==> config.mk <==
export PLATFORM = sky130hd
export DESIGN_NAME = matrix_issue_scoreboard_flat
export DESIGN_NICKNAME = d
export VERILOG_FILES = /design/src/rtl/matrix_issue_scoreboard_if.sv /design/src/rtl/matrix_issue_scoreboard.sv /design/src/flat_wrapper.sv
export SDC_FILE = /design/constraint.sdc
export NUM_CORES = 1
export LEC_CHECK = 0
export ABC_AREA = 1
export BUFFER_PORTS_ARGS = -buffer_cell sky130_fd_sc_hd__buf_2
export CAP_MARGIN = 15
export CORE_ASPECT_RATIO = 1.75
export CORE_MARGIN = 8
export CORE_UTILIZATION = 55
export DETAILED_ROUTE_END_ITERATION = 12
export PLACE_DENSITY = 0.89
export RECOVER_POWER = 25
export SYNTH_ARGS = -nofsm -noshare
export SYNTH_HDL_FRONTEND = slang
export SYNTH_SLANG_ARGS = --single-unit
==> constraint.sdc <==
create_clock -name clk_i -period 2.55 [get_ports clk_i]
set_input_delay 0.51 -clock clk_i [delete_from_list [all_inputs] [get_ports clk_i]]
set_output_delay 0.51 -clock clk_i [all_outputs]
set_load 0.005 [all_outputs]
==> src/rtl/matrix_issue_scoreboard_if.sv <==
// Issue-side bundle of matrix_issue_scoreboard: program control, IMEM read port
// and the per-FU issue channels. The slave modport is the scoreboard's view.
interface matrix_issue_scoreboard_if #(
  parameter int unsigned NumFu     = 4,
  parameter int unsigned NumRegs   = 8,
  parameter int unsigned ImemDepth = 256,
  parameter int unsigned PayloadW  = 64
);
  localparam int unsigned LenW  = $clog2(ImemDepth) + 1;
  localparam int unsigned AddrW = $clog2(ImemDepth);
  localparam int unsigned FuW   = $clog2(NumFu) + 1;

  logic                start_i;
  logic [LenW-1:0]     prog_len_i;
  logic                ready_o;
  logic                done_o;
  logic                imem_en_o;
  logic [AddrW-1:0]    imem_addr_o;
  logic [FuW-1:0]      imem_fu_i;
  logic [NumRegs-1:0]  imem_regs_i;
  logic [PayloadW-1:0] imem_payload_i;
  logic [NumFu-1:0]    fu_valid_o;
  logic [PayloadW-1:0] fu_payload_o;
  logic [NumFu-1:0]    fu_ready_i;
  logic [NumFu-1:0]    fu_busy_i;

  modport slave (
    input  start_i, prog_len_i, imem_fu_i, imem_regs_i, imem_payload_i, fu_ready_i, fu_busy_i,
    output ready_o, done_o, imem_en_o, imem_addr_o, fu_valid_o, fu_payload_o
  );

  modport master (
    output start_i, prog_len_i, imem_fu_i, imem_regs_i, imem_payload_i, fu_ready_i, fu_busy_i,
    input  ready_o, done_o, imem_en_o, imem_addr_o, fu_valid_o, fu_payload_o
  );
endinterface

==> src/rtl/matrix_issue_scoreboard.sv <==
// In-order issue scoreboard: fetches instructions from IMEM, issues each to
// one functional-unit channel, and tracks per-FU register claims to hold back
// instructions that touch registers still owned by an in-flight operation.
// Optional build macro: MATRIX_ISSUE_DDR_EXCLUSIVE_EN makes the DdrFuMask
// units mutually exclusive.
module matrix_issue_scoreboard #(
  parameter int unsigned      NumFu     = 4,
  parameter int unsigned      NumRegs   = 8,
  parameter int unsigned      ImemDepth = 256,
  parameter int unsigned      PayloadW  = 64,
  parameter logic [NumFu-1:0] DdrFuMask = NumFu'(4'b1100)
) (
  input logic                      clk_i,
  input logic                      rst_ni,
  matrix_issue_scoreboard_if.slave bus
);
  localparam int unsigned LenW  = $clog2(ImemDepth) + 1;
  localparam int unsigned AddrW = $clog2(ImemDepth);
  localparam int unsigned FuW   = $clog2(NumFu) + 1;

  typedef enum logic [1:0] {StIdle, StFetch, StIssue, StDrain} state_e;

  state_e                          r_state, w_state_next;
  logic [LenW-1:0]                 r_pc, w_pc_next;
  logic [LenW-1:0]                 r_len, w_len_next;
  logic                            r_first;
  logic [FuW-1:0]                  r_fu;
  logic [NumRegs-1:0]              r_regs;
  logic [PayloadW-1:0]             r_payload;
  logic [NumFu-1:0]                r_valid, w_valid_next;
  logic [PayloadW-1:0]             r_fu_payload, w_fu_payload_next;
  logic [NumFu-1:0][NumRegs-1:0]   r_claim, w_claim_next;
  logic                            r_done, w_done_next;

  logic [FuW-1:0]      w_fu;
  logic [NumRegs-1:0]  w_regs;
  logic [PayloadW-1:0] w_payload;
  logic [NumFu-1:0]    w_sel;
  logic [NumFu-1:0]    w_claim_nz;
  logic [NumRegs-1:0]  w_claim_any;
  logic                w_is_op;
  logic                w_ddr_stall;
  logic                w_stall;
  logic                w_all_idle;
  logic [LenW-1:0]     w_len_clamped;

  // Instruction fields: live IMEM data on the first ISSUE cycle, captured copy afterwards.
  assign w_fu      = r_first ? bus.imem_fu_i      : r_fu;
  assign w_regs    = r_first ? bus.imem_regs_i    : r_regs;
  assign w_payload = r_first ? bus.imem_payload_i : r_payload;
  assign w_is_op   = (w_fu < FuW'(NumFu));

  assign w_len_clamped = (bus.prog_len_i > LenW'(ImemDepth)) ? LenW'(ImemDepth) : bus.prog_len_i;

  // Target decode and claim summaries; only registered claims feed the hazard check.
  always_comb begin
    w_sel       = '0;
    w_claim_nz  = '0;
    w_claim_any = '0;
    for (int k = 0; k < NumFu; k++) begin
      w_sel[k]      = (w_fu == FuW'(k));
      w_claim_nz[k] = |r_claim[k];
      w_claim_any   = w_claim_any | r_claim[k];
    end
  end

`ifdef MATRIX_ISSUE_DDR_EXCLUSIVE_EN
  assign w_ddr_stall = |(w_sel & DdrFuMask) &&
                       |(DdrFuMask & ~w_sel & (r_valid | bus.fu_busy_i | w_claim_nz));
`else
  // DdrFuMask only matters when exclusivity is built in.
  logic w_unused_ddr_mask;
  assign w_unused_ddr_mask = ^DdrFuMask;
  assign w_ddr_stall       = 1'b0;
`endif

  // Any pending valid blocks issue so that at most one channel is offered at a time.
  assign w_stall = w_is_op && ((|r_valid) || (|(w_sel & (bus.fu_busy_i | w_claim_nz))) ||
                               (|(w_regs & w_claim_any)) || w_ddr_stall);

  assign w_all_idle = ~(|r_valid) && ~(|bus.fu_busy_i) && ~(|w_claim_nz);

  // Next-state, channel handshake and claim bookkeeping.
  always_comb begin
    w_state_next      = r_state;
    w_pc_next         = r_pc;
    w_len_next        = r_len;
    w_done_next       = 1'b0;
    w_valid_next      = r_valid & ~bus.fu_ready_i;
    w_fu_payload_next = r_fu_payload;
    for (int k = 0; k < NumFu; k++) begin
      w_claim_next[k] = (!r_valid[k] && !bus.fu_busy_i[k]) ? '0 : r_claim[k];
    end
    unique case (r_state)
      StIdle: begin
        if (bus.start_i) begin
          w_len_next   = w_len_clamped;
          w_pc_next    = '0;
          w_state_next = (w_len_clamped == '0) ? StDrain : StFetch;
        end
      end
      StFetch: w_state_next = StIssue;
      StIssue: begin
        if (!w_stall) begin
          if (w_is_op) begin
            w_valid_next      = w_valid_next | w_sel;
            w_fu_payload_next = w_payload;
            for (int k = 0; k < NumFu; k++) begin
              if (w_sel[k]) w_claim_next[k] = w_regs;
            end
          end
          w_pc_next    = r_pc + LenW'(1);
          w_state_next = (r_pc == r_len - LenW'(1)) ? StDrain : StFetch;
        end
      end
      StDrain: begin
        if (w_all_idle) begin
          w_done_next  = 1'b1;
          w_state_next = StIdle;
        end
      end
      default: w_state_next = StIdle;
    endcase
  end

  // Control and channel state.
  always_ff @(posedge clk_i or negedge rst_ni) begin
    if (!rst_ni) begin
      r_state      <= StIdle;
      r_pc         <= '0;
      r_len        <= '0;
      r_done       <= 1'b0;
      r_valid      <= '0;
      r_fu_payload <= '0;
      r_claim      <= '0;
    end else begin
      r_state      <= w_state_next;
      r_pc         <= w_pc_next;
      r_len        <= w_len_next;
      r_done       <= w_done_next;
      r_valid      <= w_valid_next;
      r_fu_payload <= w_fu_payload_next;
      r_claim      <= w_claim_next;
    end
  end

  // Instruction capture on the first ISSUE cycle, held while stalled.
  always_ff @(posedge clk_i or negedge rst_ni) begin
    if (!rst_ni) begin
      r_first   <= 1'b0;
      r_fu      <= '0;
      r_regs    <= '0;
      r_payload <= '0;
    end else begin
      r_first <= (r_state == StFetch);
      if (r_state == StIssue && r_first) begin
        r_fu      <= bus.imem_fu_i;
        r_regs    <= bus.imem_regs_i;
        r_payload <= bus.imem_payload_i;
      end
    end
  end

  assign bus.ready_o      = (r_state == StIdle);
  assign bus.done_o       = r_done;
  assign bus.imem_en_o    = (r_state == StFetch);
  assign bus.imem_addr_o  = r_pc[AddrW-1:0];
  assign bus.fu_valid_o   = r_valid;
  assign bus.fu_payload_o = r_fu_payload;
endmodule

==> src/flat_wrapper.sv <==
// flat-port wrapper written by rule: the top's interface ports become plain ports
module matrix_issue_scoreboard_flat 
#(
  parameter int unsigned      NumFu     = 4,
  parameter int unsigned      NumRegs   = 8,
  parameter int unsigned      ImemDepth = 256,
  parameter int unsigned      PayloadW  = 64,
  parameter logic [NumFu-1:0] DdrFuMask = NumFu'(4'b1100)
)
  (clk_i, rst_ni, bus_start_i, bus_prog_len_i, bus_imem_fu_i, bus_imem_regs_i, bus_imem_payload_i, bus_fu_ready_i, bus_fu_busy_i, bus_ready_o, bus_done_o, bus_imem_en_o, bus_imem_addr_o, bus_fu_valid_o, bus_fu_payload_o);
  matrix_issue_scoreboard_if #(.NumFu(NumFu), .NumRegs(NumRegs), .ImemDepth(ImemDepth), .PayloadW(PayloadW)) bus_i ();
  input logic clk_i;
  input logic rst_ni;
  input wire logic [$bits(bus_i.start_i)-1:0] bus_start_i;
  input wire logic [$bits(bus_i.prog_len_i)-1:0] bus_prog_len_i;
  input wire logic [$bits(bus_i.imem_fu_i)-1:0] bus_imem_fu_i;
  input wire logic [$bits(bus_i.imem_regs_i)-1:0] bus_imem_regs_i;
  input wire logic [$bits(bus_i.imem_payload_i)-1:0] bus_imem_payload_i;
  input wire logic [$bits(bus_i.fu_ready_i)-1:0] bus_fu_ready_i;
  input wire logic [$bits(bus_i.fu_busy_i)-1:0] bus_fu_busy_i;
  output wire logic [$bits(bus_i.ready_o)-1:0] bus_ready_o;
  output wire logic [$bits(bus_i.done_o)-1:0] bus_done_o;
  output wire logic [$bits(bus_i.imem_en_o)-1:0] bus_imem_en_o;
  output wire logic [$bits(bus_i.imem_addr_o)-1:0] bus_imem_addr_o;
  output wire logic [$bits(bus_i.fu_valid_o)-1:0] bus_fu_valid_o;
  output wire logic [$bits(bus_i.fu_payload_o)-1:0] bus_fu_payload_o;
  assign bus_i.start_i = bus_start_i;
  assign bus_i.prog_len_i = bus_prog_len_i;
  assign bus_i.imem_fu_i = bus_imem_fu_i;
  assign bus_i.imem_regs_i = bus_imem_regs_i;
  assign bus_i.imem_payload_i = bus_imem_payload_i;
  assign bus_i.fu_ready_i = bus_fu_ready_i;
  assign bus_i.fu_busy_i = bus_fu_busy_i;
  assign bus_ready_o = bus_i.ready_o;
  assign bus_done_o = bus_i.done_o;
  assign bus_imem_en_o = bus_i.imem_en_o;
  assign bus_imem_addr_o = bus_i.imem_addr_o;
  assign bus_fu_valid_o = bus_i.fu_valid_o;
  assign bus_fu_payload_o = bus_i.fu_payload_o;
  matrix_issue_scoreboard #(.NumFu(NumFu), .NumRegs(NumRegs), .ImemDepth(ImemDepth), .PayloadW(PayloadW), .DdrFuMask(DdrFuMask)) u_core (.clk_i(clk_i), .rst_ni(rst_ni), .bus(bus_i));
endmodule
# Word-level counts from Yosys, hierarchy flattened
# Index checks and enable logic that the tools add are counted.
dict set report totals {
  register_bits 197
  latch_bits 0
  mem_bits_rw 0
  romBits 0
  in_bits 95
  out_inout_bits 79
  mem_count 0
}
dict set report classes {
  addsub 2
  n_mul 0
  div 0
  magnitude_cmp 2
  eq_ne 10
  n_shift 0
  muxes 29
  bitwise_logic 13
  n_reduce_logical 35
}
# op n
set ops {}
lappend ops {{2-to-1 mux 32 bit} 3}
lappend ops {{2-to-1 mux 8 bit} 9}
lappend ops {{2-to-1 mux 64 bit} 1}
lappend ops {{OR reduction 8 bit} 5}
lappend ops {{OR reduction 32 bit} 1}
lappend ops {{2-to-1 mux 9 bit} 3}
lappend ops {{bitwise OR 8 bit} 3}
lappend ops {{case mux 9 bit (2 select lines)} 1}
lappend ops {{2-to-1 mux 4 bit} 3}
lappend ops {{OR reduction 4 bit} 3}
lappend ops {{2-to-1 mux 2 bit} 5}
lappend ops {{adder 9 x 1 -> 9 bit, second input constant} 1}
lappend ops {{== test 9 bit} 1}
lappend ops {{> comparator 9 bit, second input constant} 1}
lappend ops {{logical NOT 9 bit} 1}
lappend ops {{AND reduction 3 bit} 3}
lappend ops {{subtractor 9 x 1 -> 9 bit, second input constant} 1}
lappend ops {{bitwise AND 4 bit} 2}
lappend ops {{bitwise AND 8 bit} 1}
lappend ops {{logical AND 1 bit} 8}
lappend ops {{logical NOT 1 bit} 8}
lappend ops {{bitwise OR 4 bit} 2}
lappend ops {{case mux 2 bit (4 select lines)} 1}
lappend ops {{== test 3 x 2 -> 1 bit, second input constant} 2}
lappend ops {{other kinds (15)} 22}

# Longest topological paths before layout
dict set report logic_depth {
  depth_word 9
  mapped_depth 16
}

# Least setup slack after synthesis
# OpenSTA, ideal clock, no wires.
dict set report synth_timing {
  kind {register -> register}
  start {reg u_core.r_first}
  end {reg u_core.r_fu_payload[0] (netlist: u_core.bus.fu_payload_o[0])}
  setup_time_ns 0.117
  arrival_time_ns 1.686
  setup_slack_ns 0.746
  path_stages_with_launch 17
  path_buffers 4
  path_cell_list {dfrtp_1 > buf_6 > buf_6 > nand2_1 > nand2_1 > nand2_1 > nand2_1 > nor2_1 > nand2_1 > nor2_2 > nand2_2 > inv_4 > nand3_4 > buf_6 > buf_6 > nand2_1 > o21ai_2}
}
dict set report synth_between {
  elab_chain_cells 9
}
# element line
set synth_lines {}
lappend synth_lines {{start, declared} matrix_issue_scoreboard.sv:26} ;# logic r_first;
lappend synth_lines {{start signal, assigned} matrix_issue_scoreboard.sv:155} ;# r_first <= (r_state == StFetch);
lappend synth_lines {{2-to-1 mux 3 bit} matrix_issue_scoreboard.sv:48} ;# assign w_fu = r_first ? bus.imem_fu_i : r_fu;
lappend synth_lines {{== test 3 x 1 -> 1 bit, or another cell as far along} matrix_issue_scoreboard.sv:61} ;# w_sel[k] = (w_fu == FuW'(k));
lappend synth_lines {{bitwise AND 4 bit} matrix_issue_scoreboard.sv:78} ;# assign w_stall = w_is_op && ((|r_valid) || (|(w_sel & (bus.fu_busy_i | w_claim_nz))) ||
lappend synth_lines {{OR reduction 4 bit} matrix_issue_scoreboard.sv:78}
lappend synth_lines {{logical OR 1 bit (2 in a row)} matrix_issue_scoreboard.sv:78}
lappend synth_lines {{logical AND 1 bit} matrix_issue_scoreboard.sv:78}
lappend synth_lines {{NOT 1 bit (no source line)} --}
lappend synth_lines {{AND reduction 3 bit (no source line)} --}
lappend synth_lines {{end signal, assigned} matrix_issue_scoreboard.sv:142} ;# r_fu_payload <= w_fu_payload_next;
lappend synth_lines {{end, declared} matrix_issue_scoreboard.sv:31} ;# logic [PayloadW-1:0] r_fu_payload, w_fu_payload_next;
# Parallel ways exist; a longest one is shown, timed or not.
# A chain may end at the register's enable or synchronous reset.

==> reports/summary.md <==
The flow ran to the end, and the final reports show no timing, DRC or antenna violations. The tools report the combinational group share of total power as 0.424. The tools report the total setup violations reported at the end of the flow as 0.

The logs give 0.0357 for the normalized max-slew margin and 22200 um^2 for the full die area. After detailed routing, the number of remaining DRC violations is 0. The data arrival time of the worst path is 2670 ps. Sorting the synthesized cells by area gives the leading types as sky130_fd_sc_hd__dfrtp_1 (51%), sky130_fd_sc_hd__nand2_1 (11%), sky130_fd_sc_hd__o21ai_2 (5.4%), sky130_fd_sc_hd__mux2_2 (4.9%), sky130_fd_sc_hd__inv_1 (3.6%). Pin placement for this block handled 174 I/O pins. When the netlist entered floorplanning its net count stood at 1156.

The count of mapped cells out of synthesis is 1059. The tools report the sequential element share of the synthesized area as 0.510. The sequential group share of total power is 0.369, and the filler cell count in the final layout is 1428. The worst hold path belongs to the class primary input to flip-flop.

Clock-pin slew was measured on the worst setup and hold paths at 80 ps. The final wirelength came out at 23800 um. The share of flip-flops with an asynchronous set or reset was 1.00. The wire length of the first global-routing pass is 39300 um. The tools report the leakage power total as 5.94 nW.

For the hold violation count in the final report, the log shows 0. The worst setup path is captured at a flip-flop. Routability-driven placement finished with a final weighted congestion of 0.959. The tools report the number of global-route vias before repair as 8189. The most common cell in the synthesized netlist is sky130_fd_sc_hd__nand2_1. The met2 usage in global routing was 0.395. The HPWL reported at the end of detailed placement is 17700 um, and the average cell area after synthesis is 9.13 um^2. The number of setup buffers added after CTS is 0. The root buffer cell chosen for the clock tree is sky130_fd_sc_hd__clkbuf_16. In this run the tool buffered the top-level ports with 173 buffer cells.

The run gives 36 as the number of distinct library cell variants in the gate-level netlist after synthesis. The routing layer with the top usage in global route was met2. From synthesis to final layout, the design area changed by 16.8%.

In this run the power density over the cells is 1240 nW/um^2. In this run the core area contains 64 standard-cell rows. For the pin count of the biggest net entering global routing, the log shows 60. sky130_fd_sc_hd__dfrtp_1 takes more of the synthesized area than any other cell.

The flop and latch count out of synthesis is 197. The net count of the finished layout is 1315. Category of the worst setup path launch point: a flip-flop. In this run the number of H-tree levels came out at 4. The number of hold buffers added after CTS was 0.

The peak fanout along the critical path came out at 14. The mapped netlist covers 9670 um^2. The largest voltage drop on the vdd net was 0.000666 V.

For the fraction of met1 tracks used by global routing, the log shows 0.239. The remaining antenna violation count was 0. The area of the core is 17400 um^2, and the number of antenna violations at the first check in global routing is 1. The first detailed-routing pass ran for 5 iterations. TritonCTS built the clock tree.

The top-area cell type share of the netlist area is 0.510, and the clock network latency to the later pin of the worst-skew pair is 440 ps. The tree built by TritonCTS fans out to 197 sinks. Share of cells above drive strength 1: 0.302.

The top flip-flop cell by instance count after synthesis was sky130_fd_sc_hd__dfrtp_1. The tools report the number of DRC violations after detailed-routing iteration 0 as 476. The fraction of power spent switching nets is 0.395, and the global-route met3 utilization is 0.0424. The worst path in the final design needs a cycle of 2340 ps, including I/O delays and setup. Gates resized during post-CTS repair numbered 0. The logs give 0 for the total congestion overflow after global routing and 18.5 ps for the worst clock skew.

The aggregate global-route resource usage is 0.225, and the initial core utilization is 0.556. For the max-slew violation total from the final report, the log shows 0. The run gives 8.51 mW as the internal power consumption. The measured slew at the worst slew-check pin is 1450 ps. Sorting the synthesized cells by how often they occur yields sky130_fd_sc_hd__nand2_1 (283), sky130_fd_sc_hd__dfrtp_1 (197), sky130_fd_sc_hd__inv_1 (92).

In the routed layout, each cell is associated on average with a via count of 5.28. Summed over all nets, the switching power comes to 5.56 mW. The die is 191 um tall. The share of the cycle needed by the critical path after routing is 0.918, and the total power is 14.1 mW. Yosys printed 0 warnings. The maximum frequency from static timing analysis was 0.427 GHz.

The clock passes through at most 2 buffers. The total of max-cap violations was 0. The required arrival time at the worst endpoint is 2880 ps, and the total vias in the final route is 7723. Clock tree synthesis inserted a total of 17 buffers. Setup repair after global routing left no endpoint under its margin. Adding up every negative setup slack in the final design gives 0 ps.

Number of enable-type register cells in the synthesized netlist: 0. Dividing the detail-routed wire length by the instance count gives 16.3 um. The worst setup path category was flip-flop to flip-flop. Measured along the x axis, the die boundary spans 116 um. The part of the total power dissipated in the clock network was 0.207.
power by group through the flow:
stage	combinational, mW	sequential [mW]	clock (mW)
6_report	5.96	5.19	2.92
5_1_grt	6.71	5.32	3.08
4_1_cts	6.03	5.17	2.96
3_5_place_dp	5.99	5.20	0
3_3_place_gp	5.77	5.14	0
2_1_floorplan	4.50	5.04	0
final timing paths:
path	startpoint	to	slack, ps	cells past startpoint
min reg2reg	u_core.bus.fu_payload_o[13]$_DFFE_PN0P_	u_core.bus.fu_payload_o[13]$_DFFE_PN0P_	490	2
min	bus_fu_ready_i[0]	u_core.bus.fu_valid_o[0]$_DFF_PN0_	240	2
max reg2reg	u_core.r_first$_DFF_PN0_	u_core.r_claim[21]$_DFF_PN0_	210	12
min in group asynchronous	rst_ni	u_core.r_payload[48]$_DFFE_PN0P_	410	1
max in group asynchronous	rst_ni	u_core.r_pc[4]$_DFFE_PN0P_	630	2
max	u_core.r_first$_DFF_PN0_	u_core.r_claim[21]$_DFF_PN0_	210	12
flip-flops by register name, indices dropped and copies added, names as in the netlist:
signal	cells
u_core.r_fu	3
u_core.r_state	2
u_core.bus.fu_valid_o	4
u_core.r_pc	9
u_core.r_len	9
u_core.r_payload	64
u_core.r_claim	32
u_core.r_regs	8
u_core.bus.done_o	1
u_core.bus.fu_payload_o	64
u_core.r_first	1
logic make-up after synthesis:
| group | Yosys count | share of synthesized area |
|---|---|---|
| compound gates | 169 | 0.120 |
| xor+xnor | 12 | 0.0123 |
| fa+ha+maj | 2 | 0.00259 |
| buf+inv | 149 | 0.0754 |
| flops | 197 | 0.510 |
| mux | 75 | 0.0831 |
| simple gates | 455 | 0.197 |
per-layer routing:
layer,vias up,share of wire
li1,3706,-
met1,3658,0.37
met2,271,0.53
met3,88,0.046
met4,0,0.054
met5,-,0
metrics by stage:
stage	std cells	utilization	instance area [um^2]	worst slack [ps]	hold WS, ps
after floorplan	1059	-	9670	746	214
after global placement	1430	0.616	10700	440	459
after detailed placement	1430	0.616	10700	298	468
after CTS	1462	0.652	11300	313	58.2
after global routing	1463	0.650	11300	20.8	238
final	1463	0.650	11300	210	240
cell usage in the layout, fill, tap and decap left out, drive strengths merged, types with 2 or more instances in the layout:
master and count:
a21oi 3, buf 188, bufinv 4, clkbuf 24, clkinv 2, clkinvlp 3, dfrtp 197, ha 2
inv 100, mux2 42, mux2i 33, nand2 319, nand3 42, nand4 3, nor2 84, nor3 3
o21a 31, o21ai 128, o22ai 6, xnor2 4, xor2 7
final cells by class:
class,instances,area (um^2),area share
Antenna cell,1,2.50,0.000222
Clock buffer,19,443,0.0392
Clock inverter,13,191,0.0169
Inverter,96,363,0.0321
Multi-Input combinational cell,713,4020,0.356
Sequential cell,197,4930,0.437
Tap cell,231,289,0.0256
Timing Repair Buffer,193,1060,0.0937
worst max-delay path, cell delays in order, from the launching register on:
cell	delay (ps)
sky130_fd_sc_hd__dfrtp_2	550
sky130_fd_sc_hd__inv_2	190
sky130_fd_sc_hd__nand2_1	100
sky130_fd_sc_hd__nand2_1	110
sky130_fd_sc_hd__nand2_1	80
sky130_fd_sc_hd__nand2_1	80
sky130_fd_sc_hd__nor2_1	110
sky130_fd_sc_hd__nand2_1	70
sky130_fd_sc_hd__nor2_2	100
sky130_fd_sc_hd__nand2_2	90
sky130_fd_sc_hd__nand2_2	170
sky130_fd_sc_hd__nand3_1	280
sky130_fd_sc_hd__o21ai_0	300
Power figures use the tool's default switching activity.
